==> src/rtl/pc_next_ctrl.sv <==
// pc_next_ctrl: sequences PC updates for one instruction in the multicycle
// datapath. It issues the fetch-time PC+4 write and then resolves jumps,
// conditional branches and exceptions into a single final PC update. On an
// exception it also pulses the EPC write and runs the handler-vector read.
// All outputs are decoded from registered state only (Moore).
module pc_next_ctrl #(
  parameter int MEM_LAT = 2  // vector read hold cycles, legal 1..15
) (
  input  logic       clk,
  input  logic       reset,          // asynchronous, active-low
  input  logic       fetch_req,
  input  logic       decode_valid,
  input  logic [2:0] br_type,
  input  logic       resolve_valid,
  input  logic       alu_zero,
  input  logic       alu_gt,
  input  logic       exc_overflow,
  input  logic       exc_divzero,
  output logic [2:0] pc_src,
  output logic       pc_write,
  output logic       epc_write,
  output logic       exc_mem_read,
  output logic [1:0] exc_addr_sel,
  output logic       busy,
  output logic       done
);

  typedef enum logic [2:0] {
    S_IDLE, S_FETCH, S_WAIT_DEC, S_WAIT_RES,
    S_PCW, S_FIN, S_EXC_RD, S_EXC_LOAD
  } state_t;

  // Branch type encodings
  localparam logic [2:0] BR_SEQ = 3'b000;
  localparam logic [2:0] BR_BEQ = 3'b001;
  localparam logic [2:0] BR_BNE = 3'b010;
  localparam logic [2:0] BR_BLE = 3'b011;
  localparam logic [2:0] BR_BGT = 3'b100;
  localparam logic [2:0] BR_J   = 3'b101;
  localparam logic [2:0] BR_JR  = 3'b110;
  localparam logic [2:0] BR_INV = 3'b111;

  // PC source mux selects
  localparam logic [2:0] SRC_PC4 = 3'b000;
  localparam logic [2:0] SRC_BR  = 3'b001;
  localparam logic [2:0] SRC_J   = 3'b010;
  localparam logic [2:0] SRC_RS  = 3'b011;
  localparam logic [2:0] SRC_EXC = 3'b100;

  // Exception causes, doubling as vector address selects
  localparam logic [1:0] CAUSE_OPC = 2'b01;
  localparam logic [1:0] CAUSE_OVF = 2'b10;
  localparam logic [1:0] CAUSE_DVZ = 2'b11;

  // Counter load value: EXC_RD lasts MEM_LAT cycles, expiring at zero
  localparam logic [3:0] LAT_M1 = 4'(MEM_LAT - 1);

  state_t     state_q, state_d;
  logic [2:0] sel_q,   sel_d;    // final PC source for PCW
  logic [2:0] br_q,    br_d;     // latched conditional branch type
  logic [1:0] cause_q, cause_d;  // latched exception cause
  logic [3:0] cnt_q,   cnt_d;    // vector read hold counter
  logic       taken;

  // Branch condition evaluated against the latched branch type
  always_comb begin
    // NOTE: every combinational output gets a default first so no path
    // leaves it unassigned, which would otherwise infer a latch.
    taken = 1'b0;
    case (br_q)
      BR_BEQ:  taken = alu_zero;
      BR_BNE:  taken = !alu_zero;
      BR_BLE:  taken = alu_zero | !alu_gt;
      BR_BGT:  taken = alu_gt;
      default: taken = 1'b0;
    endcase
  end

  // Next-state logic; exceptions outrank the decode/resolve strobes
  always_comb begin
    state_d = state_q;
    sel_d   = sel_q;
    br_d    = br_q;
    cause_d = cause_q;
    cnt_d   = cnt_q;
    case (state_q)
      S_IDLE:  if (fetch_req) state_d = S_FETCH;
      S_FETCH: state_d = S_WAIT_DEC;
      S_WAIT_DEC: begin
        if (decode_valid && br_type == BR_INV) begin
          state_d = S_EXC_RD; cause_d = CAUSE_OPC; cnt_d = LAT_M1;
        end else if (exc_overflow) begin
          state_d = S_EXC_RD; cause_d = CAUSE_OVF; cnt_d = LAT_M1;
        end else if (exc_divzero) begin
          state_d = S_EXC_RD; cause_d = CAUSE_DVZ; cnt_d = LAT_M1;
        end else if (decode_valid) begin
          case (br_type)
            BR_SEQ:  state_d = S_FIN;
            BR_J:    begin state_d = S_PCW; sel_d = SRC_J;  end
            BR_JR:   begin state_d = S_PCW; sel_d = SRC_RS; end
            default: begin state_d = S_WAIT_RES; br_d = br_type; end
          endcase
        end
      end
      S_WAIT_RES: begin
        if (exc_overflow) begin
          state_d = S_EXC_RD; cause_d = CAUSE_OVF; cnt_d = LAT_M1;
        end else if (exc_divzero) begin
          state_d = S_EXC_RD; cause_d = CAUSE_DVZ; cnt_d = LAT_M1;
        end else if (resolve_valid) begin
          if (taken) begin
            state_d = S_PCW; sel_d = SRC_BR;
          end else begin
            state_d = S_FIN;
          end
        end
      end
      S_PCW:   state_d = S_IDLE;
      S_FIN:   state_d = S_IDLE;
      S_EXC_RD: begin
        if (cnt_q == 4'd0) state_d = S_EXC_LOAD;
        else               cnt_d   = cnt_q - 4'd1;
      end
      S_EXC_LOAD: state_d = S_IDLE;
      default:    state_d = S_IDLE;
    endcase
  end

  // State and latched-context registers
  always_ff @(posedge clk or negedge reset) begin
    if (!reset) begin
      state_q <= S_IDLE;
      sel_q   <= SRC_PC4;
      br_q    <= BR_SEQ;
      cause_q <= 2'b00;
      cnt_q   <= 4'd0;
    end else begin
      // NOTE: sequential state uses non-blocking assignments so every
      // register samples the pre-edge values of the others.
      state_q <= state_d;
      sel_q   <= sel_d;
      br_q    <= br_d;
      cause_q <= cause_d;
      cnt_q   <= cnt_d;
    end
  end

  // Moore output decode from state and latched context
  always_comb begin
    pc_src       = SRC_PC4;
    pc_write     = 1'b0;
    epc_write    = 1'b0;
    exc_mem_read = 1'b0;
    exc_addr_sel = 2'b00;
    busy         = (state_q != S_IDLE);
    done         = 1'b0;
    case (state_q)
      S_FETCH: pc_write = 1'b1;
      S_PCW: begin
        pc_src   = sel_q;
        pc_write = 1'b1;
        done     = 1'b1;
      end
      S_FIN:   done = 1'b1;
      S_EXC_RD: begin
        exc_mem_read = 1'b1;
        exc_addr_sel = cause_q;
        epc_write    = (cnt_q == LAT_M1);  // first cycle of the read
      end
      S_EXC_LOAD: begin
        pc_src   = SRC_EXC;
        pc_write = 1'b1;
        done     = 1'b1;
      end
      default: ;
    endcase
  end

endmodule
==> config.mk <==
export PLATFORM = sky130hd
export DESIGN_NAME = pc_next_ctrl
export DESIGN_NICKNAME = d
export VERILOG_FILES = /design/src/rtl/pc_next_ctrl.sv
export SDC_FILE = /design/constraint.sdc
export NUM_CORES = 1
export LEC_CHECK = 0
export ABC_AREA = 1
export CAP_MARGIN = 20
export CORE_UTILIZATION = 54
export CTS_CLUSTER_SIZE = 40
export DETAILED_ROUTE_END_ITERATION = 6
export PLACE_DENSITY = 0.84
export SLEW_MARGIN = 20
export SYNTH_ARGS = -nofsm -noshare
export SYNTH_HDL_FRONTEND = slang
export SYNTH_SLANG_ARGS = --single-unit
==> constraint.sdc <==
create_clock -name clk -period 3.92 [get_ports clk]
set_input_delay 0.588 -clock clk [delete_from_list [all_inputs] [get_ports clk]]
set_output_delay 0.588 -clock clk [all_outputs]
set_load 0.02 [all_outputs]
==> results.md, run 1 <==
- Status: complete, no violations
- Synth Instances: 159
- Most common cell in the netlist: nand2_1
- Flop-to-flop setup slack: 2.46 ns
- Startpoint Class: register
- Leading area contributor after synthesis: dfrtp_1
- Max Cap Viol: 0
- Via count: 1,097
- Worst Clk Skew: 0.00439 ns
- Worst-path fanout max: 10
- CP arrival: 1.79 ns
- Hold Crit Class: register to register
- Max Buffers Root-to-Sink: 2
- GR Overflow Total: 0
- Ports: 22
- Die height: 46.1 um
- Initial DRC Count: 41
- Ys flop type: dfrtp_1
- DR WL/cell: 11.6 um
- Min-delay src: sel_q[1]
- RePlAce Congestion: 0.851
- # nets final: 200
- Syn_nets: 174
- Root Buffer: clkbuf_4
- CTS tree: done
- Final Setup Violations: 0
- CP endpoint: exc_addr_sel[1]
- First-pass GRT wire length: 3850 um
- Routed Antenna Nets: 0
- Max Slew Vio Count: 0
- Clock net sink count: 14
- Asr flop ratio synth: 100%
- RSZ-0062 raised after global routing: false
- Yosys warns: 0
- Sequential area share after synthesis: 33.3%
- Initial Util: 59.0%
- Vias per inst: 5.27
- FILL cells: 158
- VDD IR max: 0.458 mV
- Die area: 2130 sq um
- CP Capture Type: output pin
- DRC violations left: 0
- Fmax: 421 MHz
- Power Density: 686 nW/um^2
- Critical R2R Capture: cnt_q[2]
- Mean Syn Cell Area: 6.62 sq um
- Routed wire length: 2400 um
- Clk slew on worst S/H paths: 0.09 ns
- Number of synthesized flops with an enable pin: 0
- Clock buffer count from CTS: 3
- Final period utilization: 60.6%
- Worst-case reg-to-reg path depth: 8
- Total negative slack: 0 ns
- Synth top cells by count: nand2_1, inv_1, nor2_1
- Skew-Pair Late Insertion Delay: 0.28 ns
- Share of cells above drive strength 1: 10.9%
- Leak: 0.670 nW
- Cell total after placement: 205
- Setup CP Type: register to output pin
- DP Wirelength: 1920 um
- Max-Slew Margin vs Limit: 57.7%
- Fin cells: 208
- DIE WIDTH: 46.1 um
- Area Growth Syn to Fin: 25.1%
- Gr usage total: 25.3%
- Worst Tran Pin Value: 0.633 ns
- Fin crit period: 2.38 ns
- Setup crit start: state_q[0]
- Worst r2r src: state_q[0]
- Final Hold Vio Count: 0
- Distinct cells, synth: 27
- IO buf count: 21
- Core Rows: 15
- Largest net degree at the start of global routing: 15
- Initial antenna violation count: 0
- Share of Yosys cell area claimed by the top area cell type: 33.3%
- Yosys reg bits: 14
- Vias in the first global route: 936
- H-tree depth: 1
- First-pass DRT Iterations: 5
- Hold buffer count at cts: 0
- Synth area leaders: dfrtp_1, nand2_1, inv_1
- Worst Path Required: 3.33 ns
- Core Footprint: 1780 sq um
- # diodes: 0
- Post-CTS Setup Inserts: 0
- Post-Syn Area: 1050 sq um
- Post-CTS sizing: 0
## per-layer routing
| metal | part of all wire (%) | GRT usage (%) | up-vias |
|---|---|---|---|
| li1 | - | - | 554 |
| met1 | 44 | 33.1 | 493 |
| met2 | 49 | 42.8 | 45 |
| met3 | 5.6 | 2.35 | 5 |
| met4 | 1.4 | 10.0 | 0 |
| met5 | 0 | 0 | - |
## power by group
part           switching (W)  total [W]  internal [W]  leakage [nW]
clock              0.0000490  0.0000847     0.0000357        0.0138
sequential         0.0000649   0.000271      0.000206         0.177
combinational       0.000335   0.000547      0.000213         0.480
total               0.000449   0.000903      0.000454         0.670
## worst max-delay path, stage by stage, from the launching register on
cell	delay, ns
dfrtp_1	0.46
inv_2	0.14
nand3_4	0.15
nor2_1	0.14
clkdlybuf4s50_1	0.62
## flip-flops by register name, indices dropped and copies added, names as in the netlist
name and count:
cause_q 2, cnt_q 4, sel_q 2, br_q 3, state_q 3
## cells in the final DEF, fill, tap and decap left out, drive strengths merged
cell type and count:
nor3 1, clkdlybuf4s50 21, dfrtp 14, or2 1
o221ai 1, o311ai 1, o22ai 1, o31ai 2
ha 3, nor2 22, inv 27, o21bai 1
a21boi 1, o21ai 9, and2 1, nand2 56
nand3 8, a21oi 4, nand4 5, o21a 1
clkbuf 3
## layout make-up
type                       instances  area (sq um)  area share (%)
inverter                          27           104            7.89
sequential                        14           350            26.6
timing repair buffer              21           210            16.0
tap                               25          31.3            2.38
clock buffer                       3          22.5            1.71
multi-input combinational        118           598            45.4
## through the flow
stage                     worst slack, ns  hold slack (ns)  power [W]  util [%]  cell area, sq um
after global routing                 1.45            0.492   0.000974      73.8              1320
after detailed placement             1.85            0.462   0.000816      72.6              1290
after CTS                            1.53            0.482   0.000898      73.8              1320
after floorplan                      2.33            0.292   0.000651         -              1050
final                                1.54            0.483   0.000903      73.8              1320
after global placement               1.89            0.456   0.000793      72.6              1290
## worst min path at each step
stage / endpoint / slack (ns) / cells past startpoint
final: sel_q[1] / 0.48 / 2
after detailed placement: sel_q[1] / 0.46 / 2
after global routing: sel_q[1] / 0.49 / 2
after floorplan: br_q[0] / 0.29 / 0
after global placement: sel_q[1] / 0.46 / 2
after CTS: sel_q[1] / 0.48 / 2
## cell families (layout without fill, tap and decap cells)
family	count (synthesis)	after routing	share of synthesized area (%)
AO/OA/AOI/OAI	21	21	12.0
adder cells (fa/ha/maj)	3	3	3.57
buffers and inverters	27	51	9.87
flip-flops	14	14	33.3
AND/OR/NAND/NOR	94	94	41.3
Note: power is estimated with default switching activity, not from simulation.
==> run 2: changes to the inputs <==
Settings changed: CORE_UTILIZATION 54 to 45, PLACE_DENSITY 0.84 to 0.75.
Clock period 3.92 ns to 2 ns, I/O delays scaled along.
==> run 2 against run 1 <==
Flip-flop and latch count unchanged. Highest routed layer unchanged. Design area is 0.95% higher. Via count fell by 0.82%. Final cell count rose by 1.9%. Global-route usage down 3.3 points. Die area rose by 19%. Register-to-register slack got worse by 1.9 ns.
==> results.md, run 2 (synthesis results as in run 1) <==
- Status: complete, no violations
- Via count: 1,088
- Routed wire length: 2440 um
- Clock net sink count: 14
- Max-Slew Margin vs Limit: 57.8%
- Max Buffers Root-to-Sink: 2
- Die height: 50.4 um
- H-tree depth: 1
- First-pass GRT wire length: 4350 um
- Area Growth Syn to Fin: 26.3%
- Final Hold Vio Count: 0
- Vias in the first global route: 1,059
- First-pass DRT Iterations: 4
- Clock buffer count from CTS: 3
- Routed Antenna Nets: 0
- Hold buffer count at cts: 0
- Total negative slack: 0 ns
- Fin cells: 212
- Net Sw Power: 0.000875 W
- Setup CP Type: register to output pin
- Max Cap Viol: 0
- CTS tree: done
- Max Slew Vio Count: 0
- DR WL/cell: 11.5 um
- GR Overflow Total: 0
- Core Rows: 17
- RSZ-0062 raised after global routing: false
- Initial antenna violation count: 0
- RePlAce Congestion: 0.893
- Most frequent cells in the layout: nand2_1, inv_1, nor2_1
- Root Buffer: clkbuf_4
- CP Capture Type: output pin
- Internal: 0.000894 W
- # nets final: 200
- FILL cells: 223
- Switching share of power: 49.5%
- Skew-Pair Late Insertion Delay: 0.28 ns
- DP Worst Slack: 0.207 ns
- VDD IR max: 0.745 mV
- Initial Util: 47.6%
- Power share of the combinational group: 57.9%
- Worst Path Required: 1.70 ns
- Fmax: 526 MHz
- Top reg by flops: cnt_q
- DIE WIDTH: 50.4 um
- Most common cell after layout, fill and taps aside: nand2_1
- Worst Tran Pin Value: 0.631 ns
- IO buf count: 21
- Final worst slack: 0.0975 ns
- Fin crit period: 1.90 ns
- Clk slew on worst S/H paths: 0.09 ns
- Largest net degree at the start of global routing: 15
- Share of cells above drive strength 1: 12.5%
- Core Footprint: 2210 sq um
- Ports: 22
- Worst-path fanout max: 5
- Initial DRC Count: 19
- Final period utilization: 95.1%
- Worst Clk Skew: 0.00120 ns
- Sequential Power Share: 30.1%
- Hold Crit Class: input port to asynchronous set/reset pin
- CP arrival: 1.60 ns
- Top Registers: cnt_q (4), br_q (3), state_q (3)
- Leak: 0.714 nW
- Final Setup Violations: 0
- # diodes: 0
- Vias per inst: 5.13
- Die area: 2540 sq um
- Max reg flops: 4
- Gr usage total: 22.1%
- Cell total after placement: 208
- Startpoint Class: register
- Share of total power in the clock network: 12.0%
- Power Density: 1330 nW/um^2
- DRC violations left: 0
- DP Wirelength: 1920 um
run 2: cell count changes in the layout (fill, tap and decap cells not counted), sizes merged:
cell           delta
dlygate4sd2       +8
dlymetal6s2s      +1
clkbuf            +1
clkdlybuf4s50     -9
run 2: per-stage QoR:
| stage | cell area (sq um) | total power (W) | hold WS [ns] | util [%] |
|---|---|---|---|---|
| finish | 1330 | 0.00177 | 0.399 | 60.1 |
| global route | 1330 | 0.00196 | 0.465 | 60.1 |
| CTS | 1330 | 0.00177 | 0.423 | 59.9 |
| detailed placement | 1300 | 0.00159 | 0.461 | 58.7 |
| global placement | 1300 | 0.00156 | 0.459 | 58.7 |
| floorplan | 1050 | 0.00128 | 0.00441 | - |
run 2: cell type report:
class	instances	area (sq um)	share of cell area, %
Inverter	27	104	7.82
Tap cell	28	35.0	2.64
Timing Repair Buffer	21	203	15.3
Sequential cell	14	353	26.6
Multi-Input combinational cell	118	598	45.0
Clock buffer	4	36.3	2.73
run 2: what timing repair did:
| action | CTS | global route |
|---|---|---|
| gates resized for setup | 9 | 2 |
| endpoints found under the setup margin | 9 | 1 |
| setup buffers | 0 | 0 |
run 2: final timing paths:
check / from / slack, ns / cells past startpoint / endpoint
setup / recovery: state_q[0] / 0.1 / 3 / pc_src[2]
hold / removal: reset / 0.40 / 1 / br_q[2]
setup reg to reg: state_q[0] / 0.54 / 8 / cnt_q[2]
hold reg to reg: sel_q[0] / 0.48 / 2 / sel_q[0]
max in group asynchronous: reset / 1.16 / 1 / state_q[1]
min in group clk: sel_q[0] / 0.48 / 2 / sel_q[0]
run 2: power groups by stage:
stage                     Sequential (W)  Clock [W]  Combinational [W]
final                           0.000533   0.000212            0.00102
after global routing            0.000550   0.000232            0.00118
after floorplan                 0.000508          0           0.000769
after detailed placement        0.000534          0            0.00105
after CTS                       0.000530   0.000215            0.00103
after global placement          0.000526          0            0.00103
run 2: routing by layer:
layer / share of wire [%] / GRT usage, % / vias up
met1: 45 / 28.5 / 509
met4: 0.70 / 3.70 / 0
met5: 0 / 0 / -
li1: - / - / 556
met3: 4.2 / 3.33 / 2
met2: 50 / 39.1 / 21
run 2: worst max-delay path, stage by stage (launching register included):
cell and delay (ns):
dfrtp_1 0.49, nand2_1 0.14, nor2_1 0.10, clkdlybuf4s50_1 0.60
